$ cat src/rtl/muldiv_pkg.sv
// muldiv_pkg: shared definitions for the multiply/divide unit.
//   - op encodings driven on muldiv_unit.op
//   - FSM state enum
//   - twos_abs(): conditional two's-complement negation, used both to take
//     operand magnitudes and to restore result signs.
package muldiv_pkg;

   // Widest value the helper handles; covers the 2*WIDTH product for WIDTH <= 64.
   localparam int MAX_W = 128;

   localparam logic [1:0] OP_MULT  = 2'b00;
   localparam logic [1:0] OP_MULTU = 2'b01;
   localparam logic [1:0] OP_DIV   = 2'b10;
   localparam logic [1:0] OP_DIVU  = 2'b11;

   typedef enum logic [1:0] {
      S_IDLE = 2'd0,
      S_MUL  = 2'd1,
      S_DIV  = 2'd2,
      S_DONE = 2'd3
   } state_e;

   // Magnitude of x given its sign flag (or, equivalently, apply a sign to a
   // magnitude). Callers zero-extend into MAX_W bits and truncate the result;
   // the low bits of a wide negation equal the narrow negation.
   function automatic logic [MAX_W-1:0] twos_abs(input logic [MAX_W-1:0] x,
                                                 input logic             neg);
      return neg ? (~x + MAX_W'(1)) : x;
   endfunction

endpackage

$ cat src/rtl/div_restoring_step.sv
// div_restoring_step: one combinational iteration of restoring division.
// Ports:
//   rem_i     - partial remainder entering this step (always < divisor)
//   divisor_i - divisor magnitude
//   dvd_bit_i - next dividend bit shifted into the remainder
//   rem_o     - partial remainder after the trial subtraction
//   q_o       - quotient bit produced by this step
module div_restoring_step #(
   parameter int WIDTH = 32
) (
   input  logic [WIDTH-1:0] rem_i,
   input  logic [WIDTH-1:0] divisor_i,
   input  logic             dvd_bit_i,
   output logic [WIDTH-1:0] rem_o,
   output logic             q_o
);

   logic [WIDTH:0] shifted;
   logic [WIDTH:0] diff;

   // The shifted remainder needs one extra bit; when the subtraction succeeds
   // the difference is below the divisor, so it fits back into WIDTH bits.
   assign shifted = {rem_i, dvd_bit_i};
   assign diff    = shifted - {1'b0, divisor_i};
   assign q_o     = (shifted >= {1'b0, divisor_i});
   assign rem_o   = q_o ? WIDTH'(diff) : WIDTH'(shifted);

endmodule

$ cat src/rtl/muldiv_unit.sv
// muldiv_unit: multi-cycle signed/unsigned multiply and divide for the EX stage.
// Operands are converted to magnitudes on accept, processed unsigned, and the
// result sign is restored on the way into the hi/lo registers.
// Ports:
//   clk, rst        - clock, synchronous active-high reset
//   start, op, a, b - request (level), operation, rs/rt operands
//   flush           - cancel any in-flight operation
//   busy            - stall request (combinational)
//   done            - one-cycle pulse while the fresh hi/lo are presented
//   hi, lo          - product high/low half, or remainder/quotient
//   div_by_zero     - last divide had a zero divisor; valid with done, held
module muldiv_unit
   import muldiv_pkg::*;
#(
   parameter int WIDTH    = 32,
   parameter bit MUL_FAST = 1'b1
) (
   input  logic             clk,
   input  logic             rst,
   input  logic             start,
   input  logic [1:0]       op,
   input  logic [WIDTH-1:0] a,
   input  logic [WIDTH-1:0] b,
   input  logic             flush,
   output logic             busy,
   output logic             done,
   output logic [WIDTH-1:0] hi,
   output logic [WIDTH-1:0] lo,
   output logic             div_by_zero
);

   localparam int CW = $clog2(WIDTH) + 1;
   localparam int W2 = 2 * WIDTH;

   state_e           state_q, state_d;
   logic [CW-1:0]    cnt_q, cnt_d;
   logic [WIDTH-1:0] opnd_q, opnd_d;
   logic [WIDTH-1:0] acc_q, acc_d;
   logic [WIDTH-1:0] quo_q, quo_d;
   logic [WIDTH-1:0] hi_q, hi_d;
   logic [WIDTH-1:0] lo_q, lo_d;
   logic             neg_res_q, neg_res_d;
   logic             neg_rem_q, neg_rem_d;
   logic             is_div_q, is_div_d;
   logic             bz_q, bz_d;
   logic             dz_q, dz_d;
   logic             done_q, done_d;

   logic             accept, finish;
   logic             is_div_op, signed_op, neg_a, neg_b;
   logic [WIDTH-1:0] a_abs, b_abs;
   logic [WIDTH:0]   mul_sum;
   logic [W2-1:0]    prod_fast, prod_res;
   logic [WIDTH-1:0] step_rem;
   logic             step_q;

   assign is_div_op = (op == OP_DIV) || (op == OP_DIVU);
   assign signed_op = (op == OP_MULT) || (op == OP_DIV);
   assign neg_a     = signed_op & a[WIDTH-1];
   assign neg_b     = signed_op & b[WIDTH-1];
   assign a_abs     = WIDTH'(twos_abs(MAX_W'(a), neg_a));
   assign b_abs     = WIDTH'(twos_abs(MAX_W'(b), neg_b));

   assign accept = (state_q == S_IDLE) && start && !flush;
   assign busy   = !rst && (accept || (state_q == S_MUL) || (state_q == S_DIV));

   // Divide: acc holds the partial remainder, quo shifts the dividend out of
   // its top while quotient bits enter at the bottom.
   div_restoring_step #(.WIDTH(WIDTH)) u_step (
      .rem_i     (acc_q),
      .divisor_i (opnd_q),
      .dvd_bit_i (quo_q[WIDTH-1]),
      .rem_o     (step_rem),
      .q_o       (step_q)
   );

   // Iterative multiply: {acc, quo} shifts right, multiplier bits leave quo[0].
   assign mul_sum = {1'b0, acc_q} + (quo_q[0] ? {1'b0, opnd_q} : '0);

   generate
      if (MUL_FAST) begin : g_fast_mul
         assign prod_fast = W2'(opnd_q) * W2'(quo_q);
      end else begin : g_iter_mul
         assign prod_fast = '0;
      end
   endgenerate

   always_comb begin
      state_d   = state_q;
      cnt_d     = cnt_q;
      opnd_d    = opnd_q;
      acc_d     = acc_q;
      quo_d     = quo_q;
      hi_d      = hi_q;
      lo_d      = lo_q;
      neg_res_d = neg_res_q;
      neg_rem_d = neg_rem_q;
      is_div_d  = is_div_q;
      bz_d      = bz_q;
      dz_d      = dz_q;
      done_d    = 1'b0;
      finish    = 1'b0;
      prod_res  = '0;

      case (state_q)
         S_IDLE: begin
            if (accept) begin
               cnt_d     = '0;
               acc_d     = '0;
               neg_res_d = neg_a ^ neg_b;
               neg_rem_d = neg_a;
               is_div_d  = is_div_op;
               bz_d      = (b == '0);
               if (is_div_op) begin
                  state_d = S_DIV;
                  quo_d   = a_abs;
                  opnd_d  = b_abs;
               end else begin
                  state_d = S_MUL;
                  quo_d   = b_abs;
                  opnd_d  = a_abs;
               end
            end
         end
         S_MUL: begin
            if (flush) begin
               state_d = S_IDLE;
            end else if (MUL_FAST) begin
               {acc_d, quo_d} = prod_fast;
               finish         = 1'b1;
            end else begin
               {acc_d, quo_d} = {mul_sum, quo_q[WIDTH-1:1]};
               cnt_d          = cnt_q + 1'b1;
               finish         = (cnt_q == CW'(WIDTH - 1));
            end
         end
         S_DIV: begin
            if (flush) begin
               state_d = S_IDLE;
            end else begin
               acc_d  = step_rem;
               quo_d  = {quo_q[WIDTH-2:0], step_q};
               cnt_d  = cnt_q + 1'b1;
               finish = (cnt_q == CW'(WIDTH - 1));
            end
         end
         S_DONE: begin
            // start is deliberately ignored here so the stalled op is not re-issued
            state_d = S_IDLE;
         end
         default: state_d = S_IDLE;
      endcase

      // Sign correction on the final working values; hi/lo are presented in DONE.
      if (finish) begin
         state_d  = S_DONE;
         done_d   = 1'b1;
         prod_res = W2'(twos_abs(MAX_W'({acc_d, quo_d}), neg_res_q));
         if (is_div_q) begin
            // A zero divisor naturally leaves |a| in the remainder, so the
            // remainder sign rule alone restores the raw dividend in hi.
            lo_d = bz_q ? '1 : WIDTH'(twos_abs(MAX_W'(quo_d), neg_res_q));
            hi_d = WIDTH'(twos_abs(MAX_W'(acc_d), neg_rem_q));
            dz_d = bz_q;
         end else begin
            {hi_d, lo_d} = prod_res;
            dz_d         = 1'b0;
         end
      end
   end

   always_ff @(posedge clk) begin
      opnd_q    <= opnd_d;
      acc_q     <= acc_d;
      quo_q     <= quo_d;
      neg_res_q <= neg_res_d;
      neg_rem_q <= neg_rem_d;
      is_div_q  <= is_div_d;
      bz_q      <= bz_d;
      if (rst) begin
         state_q <= S_IDLE;
         cnt_q   <= '0;
         hi_q    <= '0;
         lo_q    <= '0;
         dz_q    <= 1'b0;
         done_q  <= 1'b0;
      end else begin
         state_q <= state_d;
         cnt_q   <= cnt_d;
         hi_q    <= hi_d;
         lo_q    <= lo_d;
         dz_q    <= dz_d;
         done_q  <= done_d;
      end
   end

   assign done        = done_q;
   assign hi          = hi_q;
   assign lo          = lo_q;
   assign div_by_zero = dz_q;

endmodule

$ cat config.mk
export PLATFORM = sky130hd
export DESIGN_NAME = muldiv_unit
export DESIGN_NICKNAME = d
export VERILOG_FILES = /design/src/rtl/muldiv_pkg.sv /design/src/rtl/div_restoring_step.sv /design/src/rtl/muldiv_unit.sv
export SDC_FILE = /design/constraint.sdc
export NUM_CORES = 2
export LEC_CHECK = 0
export CELL_PAD_IN_SITES_DETAIL_PLACEMENT = 0
export CELL_PAD_IN_SITES_GLOBAL_PLACEMENT = 1
export CORE_ASPECT_RATIO = 1.75
export CORE_MARGIN = 2
export CORE_UTILIZATION = 35
export CTS_BUF_LIST = sky130_fd_sc_hd__clkbuf_8
export DETAILED_ROUTE_END_ITERATION = 10
export PLACE_DENSITY_LB_ADDON = 0.1
export SKIP_LAST_GASP = 1
export SLEW_MARGIN = 20
export SYNTH_ARGS = -nofsm -noshare
export SYNTH_HDL_FRONTEND = slang
export SYNTH_SLANG_ARGS = --single-unit
$ cat constraint.sdc
create_clock -name clk -period 13.5 [get_ports clk]
set_clock_uncertainty 0.15 [all_clocks]
set_input_delay 2.025 -clock clk [delete_from_list [all_inputs] [get_ports clk]]
set_output_delay 2.025 -clock clk [all_outputs]
set_load 0.02 [all_outputs]
==> results.ini <==
[die]
fp.dieH_um=489
die_x_um=281
coreArea_um2=134000
initial_core_util=0.352
dieArea_um2=137000
boundaryPins=137
row_count=178

[worst_setup_path]
required_ps=13800
crit_type=flop to flop
arrival_ps=12250
critPathCaptureType=flop
cpMaxStageDelayCell=dfxtp_1
cp_common_cell=fa_1
slowest_delay_ps=980
worst-path-max-fanout=27
crit_path_start_kind=flop

[synth]
yosys.area.top_type=fa_1
synthFlopType=dfxtp_1
async_reset_ff_frac=0
avgSynthCellArea_um2=8.48
ys_types=117
synth_edf_count=36
synth_area_um2=47000
synth_fp_nets=6824
synth_top_area_frac=0.382
yosysWarnings=0
syn_inst=5551
yosys_register_bits=174
synth-seq-area-share=0.0817
synthTopCellsByArea=fa_1 (38%), ha_1 (8.1%), inv_1 (7.4%), dfxtp_1 (5.9%), and2_1 (5.3%)

[grt]
grt_pass1_wl_um=294000
grt_use_total=0.296
grt_overflow=0
grt_pass1_vias=42873
antenna_found_initial=12
grt_max_degree=59

[placed_design]
io_buffers=136
place_congestion=0.929
pre_cts_ws_ps=1740
dp_hpwl_um=160000

[finish]
seqCellArea_um2=3840
drive_gt1_frac=0.0443
utilization=0.378
multi_input_area_um2=38300
finalNetCount=6765
fill_cells=13921
area_delta_synth_final_pct=7.58

[timing]
max_freq_ghz=0.0836
rsz0062_at_grt=false
relSlewSlack=0.232
hold_violations=0
holdWs_ps=312
setup_viol=0
tightest_slew_ps=1140
final.min_clock_period_ps=11960
slew_viol_final=0
post-route-period-util=0.886
setup_tns_ps=0
post-route-worst-setup-slack_ps=1540

[drt]
viasPerCell=5.44
routedWlPerCell_um=27.3
first_iter_violations=2379
firstDrtPassIters=6
ant_nets=0
routed_wirelength_um=200000
vias=39799
drc=0

[outcome]
outcome=finished, final reports clean

[clock_tree]
root_buffer=clkbuf_8
insertion_delay_ps=560
ctsHoldBuffers=0
clkTransAtPathRegs_ps=110
cts.sinks=174
htree_levels=4
cts_setup_buffers=0
cts_tree=done
cts_buffer_depth=2
cts_resized=0
numCtsBuffers=17

[min_path]
holdCritPathClass=flop to flop

[run]
cap_violations=0

synthesized netlist by cell type (64+ instances only):
cell        n
xor2_1     86
inv_1     931
a211oi_1   64
nand2_1   663
and2_1    400
ha_1      306
xnor2_1    73
o21ai_0   146
fa_1      897
dfxtp_1   138
clkbuf_1  285
nor2_1    419
a21oi_1   200
sequential cells by signal (all words and copies together), names as in the netlist:
signal       cells
cnt_q            6
opnd_q          32
quo_q           32
neg_rem_q        1
is_div_q         1
bz_q             1
div_by_zero      1
neg_res_q        1
done             1
acc_q           32
hi              32
state_q          2
lo              32
cells in the final DEF, fill, tap and decap left out, types with 23 or more instances in the layout:
| cell | n |
|---|---|
| clkdlybuf4s50_1 | 133 |
| o31ai_1 | 23 |
| o21a_1 | 29 |
| o211ai_1 | 30 |
| or3_1 | 33 |
| a221oi_1 | 26 |
| nor4_1 | 24 |
| a21oi_1 | 199 |
| a31oi_1 | 50 |
| buf_4 | 125 |
| mux2i_1 | 32 |
| xor2_1 | 86 |
| nand2_1 | 663 |
| nand4_1 | 52 |
| xnor2_1 | 73 |
| inv_1 | 931 |
| a211oi_1 | 64 |
| nor3_1 | 58 |
| nand3_1 | 60 |
| a21o_1 | 43 |
| ha_1 | 305 |
| fa_1 | 897 |
| dfxtp_1 | 137 |
| nor2_1 | 418 |
| edfxtp_1 | 36 |
| o21ai_0 | 146 |
| and2_1 | 400 |
cell type report:
| class | count | share of cell area |
|---|---|---|
| Antenna cell | 6 | 0.000297 |
| Clock buffer | 18 | 0.00489 |
| Clock inverter | 14 | 0.00180 |
| Inverter | 953 | 0.0707 |
| Multi-Input combinational cell | 4083 | 0.756 |
| Sequential cell | 174 | 0.0760 |
| Tap cell | 1800 | 0.0445 |
| Timing Repair Buffer | 263 | 0.0459 |
worst max-delay path, delay by kind of cell, from the launching register on:
family	cells	cell delay (ps)
adder cells (fa/ha/maj)	9	4440
AO/OA/AOI/OAI	8	3240
AND/OR/NAND/NOR	5	1730
buffers and inverters	5	1120
flip-flops	1	980
XOR/XNOR	1	170
per-layer routing:
metal	wire, um	GRT usage	part of all wire
met3	7340	0.0211	0.037
met1	76000	0.343	0.38
met5	13	0	0.000065
met4	8830	0.111	0.044
met2	107000	0.562	0.54
stage by stage:
step,area [um2],std cells
final,50600,7311
after global routing,50600,7306
after CTS,50600,7305
after detailed placement,50300,7273
after global placement,50300,7273
after floorplan,47000,5551
final timing paths:
check,slack [ps],end,depth (start not counted),from
setup / recovery,1540,hi[30],28,quo_q[5]
hold / removal,310,hi[0],2,hi[0]
setup reg to reg,1540,hi[30],28,quo_q[5]
hold reg to reg,310,hi[0],2,hi[0]
cell families (layout without fill, tap and decap cells):
kind of cell | Yosys count | after routing | share of synthesized area
flops | 174 | 174 | 0.0817
xor+xnor | 160 | 160 | 0.0299
simple gates | 1854 | 1854 | 0.191
mux | 36 | 36 | 0.00777
compound gates | 830 | 830 | 0.120
fa+ha+maj | 1203 | 1203 | 0.463
buf+inv | 1294 | 1248 | 0.106
other cells | 0 | 6 | 0
Power is not shown: default switching activity piles up to over one toggle a cycle in this logic, so the estimate is an artifact.
